$ cat src/rtl/hazard_fwd_pkg.sv
// Shared definitions for the forwarding / load-use hazard controller:
// datapath defaults and the EX operand-mux select encodings.
package hazard_fwd_pkg;

  localparam int DW_DEF = 16;  // datapath width
  localparam int RW_DEF = 4;   // register index width (x0..x15)

  typedef logic [1:0] sel_t;

  // Operand-mux select encodings; 2'b11 is never produced.
  localparam sel_t SEL_RF    = 2'b00;  // register file value
  localparam sel_t SEL_EXMEM = 2'b01;  // result sitting in EX/MEM
  localparam sel_t SEL_MEMWB = 2'b10;  // result sitting in MEM/WB

endpackage : hazard_fwd_pkg

$ cat src/rtl/hazard_fwd_unit_hazard_cmp.sv
// Per-source hazard comparator: checks one decode source operand against
// the producer currently in EX and the producer held in EX/MEM, picks the
// forwarding select (younger producer wins) and flags a load-use hazard.
module hazard_cmp
  import hazard_fwd_pkg::*;
#(
  parameter int RW = RW_DEF
) (
  input  logic          i_use,
  input  logic [RW-1:0] i_rs,
  input  logic          i_ex_valid,
  input  logic          i_ex_we,
  input  logic          i_ex_load,
  input  logic [RW-1:0] i_ex_rd,
  input  logic          i_exmem_valid,
  input  logic          i_exmem_we,
  input  logic [RW-1:0] i_exmem_rd,
  output sel_t          o_sel,
  output logic          o_load_use
);

  logic w_hit_ex;
  logic w_hit_exmem;

  // A producer only matters if it really writes a non-zero register that
  // this source actually reads; x0 is hard-wired zero and never forwarded.
  assign w_hit_ex    = i_ex_valid & i_ex_we & (i_ex_rd != '0) &
                       i_use & (i_rs == i_ex_rd);
  assign w_hit_exmem = i_exmem_valid & i_exmem_we & (i_exmem_rd != '0) &
                       i_use & (i_rs == i_exmem_rd);

  // Priority select: the EX producer is younger, so it shadows EX/MEM.
  always_comb begin
    // NOTE: o_sel gets a default before any branch so no latch is inferred.
    o_sel = SEL_RF;
    if (w_hit_ex) begin
      o_sel = SEL_EXMEM;
    end else if (w_hit_exmem) begin
      o_sel = SEL_MEMWB;
    end
  end

  // A load in EX has no data until MEM, so its consumer must wait a cycle.
  assign o_load_use = w_hit_ex & i_ex_load;

endmodule : hazard_cmp

$ cat src/rtl/hazard_fwd_unit.sv
// Forwarding and load-use hazard controller for the 16-bit pipeline.
// Owns the EX/MEM and MEM/WB result registers, registers the EX operand-mux
// selects one cycle ahead of the consumer's EX cycle, stalls decode on
// load-use and drives the register-file write-back port.
module hazard_fwd_unit
  import hazard_fwd_pkg::*;
#(
  parameter int DW = DW_DEF,
  parameter int RW = RW_DEF
) (
  input  logic          clk,
  input  logic          rst_n,
  // decode slot
  input  logic          id_valid,
  input  logic [RW-1:0] id_rs1,
  input  logic [RW-1:0] id_rs2,
  input  logic          id_use1,
  input  logic          id_use2,
  input  logic          flush,
  // EX stage
  input  logic          ex_valid,
  input  logic          ex_we,
  input  logic          ex_load,
  input  logic [RW-1:0] ex_rd,
  input  logic [DW-1:0] ex_y,
  // data memory read data for the instruction in EX/MEM
  input  logic [DW-1:0] mem_rdata,
  // EX operand muxes
  output logic [1:0]    sel_a,
  output logic [1:0]    sel_b,
  output logic [DW-1:0] fwd_exmem,
  output logic [DW-1:0] fwd_memwb,
  output logic          stall,
  // register-file write port
  output logic          wb_we,
  output logic [RW-1:0] wb_rd,
  output logic [DW-1:0] wb_data
);

  // EX/MEM result register
  logic          r_exmem_valid;
  logic          r_exmem_we;
  logic          r_exmem_load;
  logic [RW-1:0] r_exmem_rd;
  logic [DW-1:0] r_exmem_y;

  // MEM/WB result register
  logic          r_memwb_valid;
  logic          r_memwb_we;
  logic [RW-1:0] r_memwb_rd;
  logic [DW-1:0] r_memwb_data;

  // registered operand selects for the instruction now in EX
  sel_t          r_sel_a;
  sel_t          r_sel_b;

  sel_t          w_sel_a;
  sel_t          w_sel_b;
  logic          w_lu_a;
  logic          w_lu_b;
  logic          w_bubble;
  logic [DW-1:0] w_memwb_data_d;

  hazard_cmp #(.RW(RW)) u_cmp_rs1 (
    .i_use         (id_use1),
    .i_rs          (id_rs1),
    .i_ex_valid    (ex_valid),
    .i_ex_we       (ex_we),
    .i_ex_load     (ex_load),
    .i_ex_rd       (ex_rd),
    .i_exmem_valid (r_exmem_valid),
    .i_exmem_we    (r_exmem_we),
    .i_exmem_rd    (r_exmem_rd),
    .o_sel         (w_sel_a),
    .o_load_use    (w_lu_a)
  );

  hazard_cmp #(.RW(RW)) u_cmp_rs2 (
    .i_use         (id_use2),
    .i_rs          (id_rs2),
    .i_ex_valid    (ex_valid),
    .i_ex_we       (ex_we),
    .i_ex_load     (ex_load),
    .i_ex_rd       (ex_rd),
    .i_exmem_valid (r_exmem_valid),
    .i_exmem_we    (r_exmem_we),
    .i_exmem_rd    (r_exmem_rd),
    .o_sel         (w_sel_b),
    .o_load_use    (w_lu_b)
  );

  // Load-use stall; a flush kills the decode instruction so it never stalls.
  // Gated by rst_n so every output reads zero while reset is held.
  assign stall = rst_n & id_valid & ~flush & (w_lu_a | w_lu_b);

  // Both a stall and a flush send a bubble into EX, whose selects are 00.
  assign w_bubble = stall | flush;

  // Loads write back the memory read data, everything else the ALU result.
  assign w_memwb_data_d = r_exmem_load ? mem_rdata : r_exmem_y;

  // EX/MEM capture: never stalled, samples the EX stage every cycle.
  always_ff @(posedge clk or negedge rst_n) begin
    // NOTE: sequential state uses non-blocking assignments so every register
    // samples pre-edge values; every register here, data included, is reset.
    if (!rst_n) begin
      r_exmem_valid <= 1'b0;
      r_exmem_we    <= 1'b0;
      r_exmem_load  <= 1'b0;
      r_exmem_rd    <= '0;
      r_exmem_y     <= '0;
    end else begin
      r_exmem_valid <= ex_valid;
      r_exmem_we    <= ex_we;
      r_exmem_load  <= ex_load;
      r_exmem_rd    <= ex_rd;
      r_exmem_y     <= ex_y;
    end
  end

  // MEM/WB capture: tags follow EX/MEM, data is the load-or-ALU result.
  always_ff @(posedge clk or negedge rst_n) begin
    if (!rst_n) begin
      r_memwb_valid <= 1'b0;
      r_memwb_we    <= 1'b0;
      r_memwb_rd    <= '0;
      r_memwb_data  <= '0;
    end else begin
      r_memwb_valid <= r_exmem_valid;
      r_memwb_we    <= r_exmem_we;
      r_memwb_rd    <= r_exmem_rd;
      r_memwb_data  <= w_memwb_data_d;
    end
  end

  // Decode-time selects registered so they line up with the EX cycle.
  always_ff @(posedge clk or negedge rst_n) begin
    if (!rst_n) begin
      r_sel_a <= SEL_RF;
      r_sel_b <= SEL_RF;
    end else if (w_bubble) begin
      r_sel_a <= SEL_RF;
      r_sel_b <= SEL_RF;
    end else begin
      r_sel_a <= w_sel_a;
      r_sel_b <= w_sel_b;
    end
  end

  assign sel_a     = r_sel_a;
  assign sel_b     = r_sel_b;
  assign fwd_exmem = r_exmem_y;
  assign fwd_memwb = r_memwb_data;

  // The register file is write-first, so no WB-to-decode bypass is needed.
  assign wb_we   = r_memwb_valid & r_memwb_we & (r_memwb_rd != '0);
  assign wb_rd   = r_memwb_rd;
  assign wb_data = r_memwb_data;

endmodule : hazard_fwd_unit

$ cat config.mk
export PLATFORM = sky130hd
export DESIGN_NAME = hazard_fwd_unit
export DESIGN_NICKNAME = d
export VERILOG_FILES = /design/src/rtl/hazard_fwd_pkg.sv /design/src/rtl/hazard_fwd_unit_hazard_cmp.sv /design/src/rtl/hazard_fwd_unit.sv
export SDC_FILE = /design/constraint.sdc
export NUM_CORES = 1
export LEC_CHECK = 0
export ABC_CLOCK_PERIOD_IN_PS = 4800
export BUFFER_PORTS_ARGS = -buffer_cell sky130_fd_sc_hd__buf_4
export CELL_PAD_IN_SITES_DETAIL_PLACEMENT = 1
export CELL_PAD_IN_SITES_GLOBAL_PLACEMENT = 1
export CORE_UTILIZATION = 34
export DETAILED_ROUTE_END_ITERATION = 12
export MAX_ROUTING_LAYER = met4
export PLACE_DENSITY = 0.83
export SYNTH_ARGS = -nofsm -noshare
export SYNTH_HDL_FRONTEND = slang
export SYNTH_SLANG_ARGS = --single-unit
export TNS_END_PERCENT = 30
$ cat constraint.sdc
create_clock -name clk -period 4.8 [get_ports clk]
set_clock_uncertainty 0.05 [all_clocks]
set_input_delay 1.2 -clock clk [delete_from_list [all_inputs] [get_ports clk]]
set_output_delay 1.2 -clock clk [all_outputs]
set_load 0.02 [all_outputs]
# After elaboration in Yosys (flattened, before gate mapping)
# Index checks and enable logic that the tools add are counted.
[classes]
n_bitwise = 22
muxes = 7
n_reduce_logical = 3
n_eq_ne = 4
[op_table]
columns = ["op", "n"]
rows = [
  ["AND 1 bit", 19],
  ["equality test 4 bit", 4],
  ["2-to-1 mux 16 bit", 1],
  ["2-to-1 mux 2 bit", 6],
  ["nonzero test 4 bit", 3],
  ["OR 1 bit", 2],
  ["inverter 1 bit", 1],
]
[totals]
register_bits = 49
in_bits = 53

# Longest topological paths before layout
[depth]
depth_word = 9
depth_mapped = 4
mapped_depth_nobuf = 4

# Modules after synthesis
# Synthesis repeated with hierarchy kept, for this count alone.
[hier_totals]
cells_unflattened = 134
area_unflattened_um2 = 1953.1
[modules_own_cells]
columns = ["module", "seq_area_each_um2", "area_per_inst_um2", "instances", "cells_per_inst"]
rows = [
  ["hazard_fwd_unit", 1226.2, 1655.3, 1, 92],
  ["hazard_cmp", 0.0, 148.9, 2, 21],
]

# Least setup slack after synthesis
# Ideal clock, no wire load.
[synth_path]
path_kind = "input to output"
start = "input port ex_rd[0]"
end = "output port stall"
arrival_ns = 2.164
required_ns = 3.550
n_path_buf = 0
slack_ns = 1.386
path_stages = 4
path_cell_list = "or4_1 > nand3_2 > nor3_1 > o21a_1"
[synth_between]
elab_chain_cells = 7
elab_cells_between_ends = 12
[synth_lines]
columns = ["element", "line", "text"]
rows = [
  ["start: declaration", "hazard_fwd_unit.sv:24", "input logic [RW-1:0] ex_rd,"],
  ["nonzero test 4 bit", "hazard_fwd_unit_hazard_cmp.sv:27", "assign w_hit_ex = i_ex_valid & i_ex_we & (i_ex_rd != '0) &"],
  ["AND 1 bit (2 in a row)", "hazard_fwd_unit_hazard_cmp.sv:27", ""],
  ["AND 1 bit", "hazard_fwd_unit_hazard_cmp.sv:28", "i_use & (i_rs == i_ex_rd);"],
  ["AND 1 bit", "hazard_fwd_unit_hazard_cmp.sv:44", "assign o_load_use = w_hit_ex & i_ex_load;"],
  ["OR 1 bit *", "hazard_fwd_unit.sv:94", "assign stall = rst_n & id_valid & ~flush & (w_lu_a | w_lu_b);"],
  ["AND 1 bit *", "hazard_fwd_unit.sv:94", ""],
  ["end: declaration", "hazard_fwd_unit.sv:33", "output logic stall,"],
]
# Mark *: on every way between the ends. The rest lies on a longest branch, timed or not.

# Worst setup path after layout
# Ends and elaborated chain as after synthesis.

==> flow_metrics.env <==
export IMPL_antenna_left=0
export IMPL_cts_tree="yes"
export IMPL_grtUsageTotal=0.1733
export IMPL_post_route_period_util=0.7619
export IMPL_ctsRootBufferMaster="clkbuf_8"
export IMPL_crit_family="simple AND/OR/NAND/NOR gates"
export IMPL_crit_chain="buf_4 -> or4_1 -> nand3_2 -> nor3_1 -> o21a_1 -> buf_4"
export IMPL_powerDensity_nw_per_um2=332.1
export IMPL_r2r_start="r_exmem_rd[3]$_DFF_PN0_"
export IMPL_cts_inserted_buffers=5
export IMPL_drt_total_wl_um=4579
export IMPL_drt_iter0_markers=76
export IMPL_worst_r2r_setup_slack_ns=3.37
export IMPL_r2r_end="sel_a[1]$_DFF_PN0_"
export IMPL_fin_nets=277
export IMPL_viasPerCell=4.529
export IMPL_die_area_um2=5696
export IMPL_hold_viol_final=0
export IMPL_nFillCells=568
export IMPL_cap_violations=0
export IMPL_rsz0062_at_grt="false"
export IMPL_seq_area_frac_synth=0.6680
export IMPL_ios=111
export IMPL_seqCellArea_um2=1226
export IMPL_post_route_util=0.5338
export IMPL_path_depth=6
export IMPL_cp_buffers_inverters=2
export IMPL_startpoint="ex_rd[0]"
export IMPL_outcome="finished, final reports clean"
export IMPL_synthTopCellsByCount="dfrtp_1 (49), buf_4 (16), mux2_2 (16)"
export IMPL_clock_sinks=49
export IMPL_numPortBuffers=110
export IMPL_final_cells=295
export IMPL_multi_input_area_um2=469.2
export IMPL_syn_nets=177
export IMPL_antenna_cells=0
export IMPL_async_reset_ff_frac=1.000
export IMPL_end_kind="primary output"
export IMPL_initial_core_util=0.3571
export IMPL_period_needed_ns=3.657
export IMPL_synth_area_um2=1836
export IMPL_synth_top_cell_area_share=0.6680
export IMPL_avgSynthCellArea_um2=14.80
export IMPL_worstPathRequired_ns=3.55
export IMPL_yosysMostFrequentCell="dfrtp_1"
export IMPL_timing_setup_tns_ns=0
export IMPL_synth_edf_count=0
export IMPL_cts_buffer_depth=2
export IMPL_cp_slowest_cell="or4_1"
export IMPL_clk_insertion_delay_late_ns=0.29
export IMPL_path_common_cell="buf_4"
export IMPL_core_area_um2=5140
export IMPL_hold_worst_slack_ns=0.3318
export IMPL_grt_max_degree=50
export IMPL_cp_start_kind="primary input"
export IMPL_grt_overflow_total=0
export IMPL_crit_type="in -> out"
export IMPL_num_vias=1336
export IMPL_synthCells=124
export IMPL_synth_cell_type_count=25
export IMPL_crit_fanout=4
export IMPL_fmax_mhz=273.5
export IMPL_synth_warnings=0
export IMPL_cts_resized=0
export IMPL_yosys_area_top_type="dfrtp_1"
export IMPL_grt_pass1_vias=1425
export IMPL_max_slew_margin=0.5265
export IMPL_slew_viol_final=0
export IMPL_synth_ff_type="dfrtp_1"
export IMPL_fp_dieH_um=75.48
export IMPL_antenna_found_initial=0
export IMPL_drcViolationCount=0
export IMPL_grt_pass1_wl_um=6913
export IMPL_crit_end="stall"
export IMPL_htree_levels=2
export IMPL_ys_ff_latch=49
export IMPL_row_count=26
export IMPL_tightest_slew_ns=0.7102
export IMPL_dp_cells=287
export IMPL_post_cts_buffers=0
export IMPL_cts_hold_buf=0
export IMPL_area_growth_pct=49.49
export IMPL_dp_hpwl_um=3747
export IMPL_slowest_delay_ns=0.54
export IMPL_drtPass1Iterations=4
export IMPL_routabilityCongestion=0.7413
export IMPL_setup_violations_final=0
export IMPL_die_w_um=75.48
export IMPL_p_leak_nw=1.327
export IMPL_wl_per_cell_um=15.52
export IMPL_clkTransAtPathRegs_ns=0.08
export IMPL_synth_top_cells_by_area="dfrtp_1 (67%), mux2_2 (9.8%), buf_4 (6.5%)"
export IMPL_hold_class="reg -> reg"
export IMPL_arrival_ns=2.41
export IMPL_r2r_cells=4
export IMPL_peakVddDrop_v=0.0001215
export IMPL_drive_gt1_frac=0.6089
==> worst min-delay path by stage <==
stage,startpoint,cells after the start,slack (ns),endpoint
CTS,r_exmem_valid$_DFF_PN0_,0,0.34,r_memwb_valid$_DFF_PN0_
finish,r_exmem_valid$_DFF_PN0_,0,0.33,r_memwb_valid$_DFF_PN0_
global route,r_exmem_valid$_DFF_PN0_,0,0.34,r_memwb_valid$_DFF_PN0_
global placement,r_exmem_we$_DFF_PN0_,0,0.31,r_memwb_we$_DFF_PN0_
floorplan,r_exmem_we$_DFF_PN0_,0,0.30,r_memwb_we$_DFF_PN0_
detailed placement,r_exmem_valid$_DFF_PN0_,0,0.32,r_memwb_valid$_DFF_PN0_
==> placed cells by master, fill, tap and decap left out, drive strengths merged <==
cell / Yosys / layout
nor4b: 1 / 1
and4b: 1 / 1
buf: 17 / 111
nor3b: 2 / 2
dfrtp: 49 / 49
mux2: 16 / 16
a2111oi: 1 / 1
nand4: 1 / 1
nor4: 2 / 2
xor2: 3 / 3
xnor2: 10 / 10
inv: 3 / 3
bufinv: 0 / 1
o22ai: 1 / 1
a211oi: 1 / 1
nand2: 3 / 3
a222oi: 1 / 1
nor2: 1 / 1
o211ai: 1 / 1
nor3: 3 / 3
or4: 1 / 1
clkbuf: 1 / 7
nand3: 4 / 4
o21a: 1 / 1
==> cells by family (layout without fill, tap and decap cells) <==
family / after synthesis / in the layout / synth area share
AND/OR/NAND/NOR: 19 / 19 / 0.06611
multiplexers: 16 / 16 / 0.09816
XOR/XNOR: 13 / 13 / 0.06203
flip-flops: 49 / 49 / 0.6680
AO/OA/AOI/OAI: 6 / 6 / 0.02932
buffers and inverters: 21 / 122 / 0.07634
==> per-layer routing <==
metal  vias up  GRT usage  part of all wire
met5         -          -                 0
met4         0    0.04321                 0
met3         0    0.05159             0.099
met2        84     0.3145              0.52
met1       644     0.1842              0.38
li1        608          -                 -
==> layout make-up <==
cell class / instances / share of cell area
clock inverter: 1 / 0.01094
clock buffer: 7 / 0.03146
tap: 70 / 0.03192
multi-input combinational: 54 / 0.1710
inverter: 3 / 0.004104
sequential: 49 / 0.4469
timing repair buffer: 111 / 0.3037
==> power by group <==
part           internal (mW)  leakage (nW)  total (mW)  switching (mW)
sequential             0.435         0.580       0.452          0.0167
combinational         0.0834         0.688       0.163          0.0792
clock                  0.170        0.0585       0.297           0.127
==> through the flow <==
step,setup WS (ns),instance area (um^2),power (mW)
after floorplan,1.386,1836,0.5377
after global placement,1.149,2628,0.6202
after detailed placement,1.146,2628,0.6264
after CTS,1.147,2744,0.9265
after global routing,1.024,2744,0.9512
final,1.143,2744,0.9112
==> worst reg2reg max path: cells and delay by family, from the launching register on <==
family,cells,cell delay [ns]
flip-flops,1,0.44
AO/OA/AOI/OAI,1,0.32
AND/OR/NAND/NOR,3,0.52
==> sequential cells by signal, indices dropped and copies added, names as in the netlist, 2 cells and up <==
name and flops:
fwd_exmem 16, fwd_memwb 16, r_exmem_rd 4, wb_rd 4, sel_a 2, sel_b 2
Note: power is estimated with default switching activity, not from simulation.
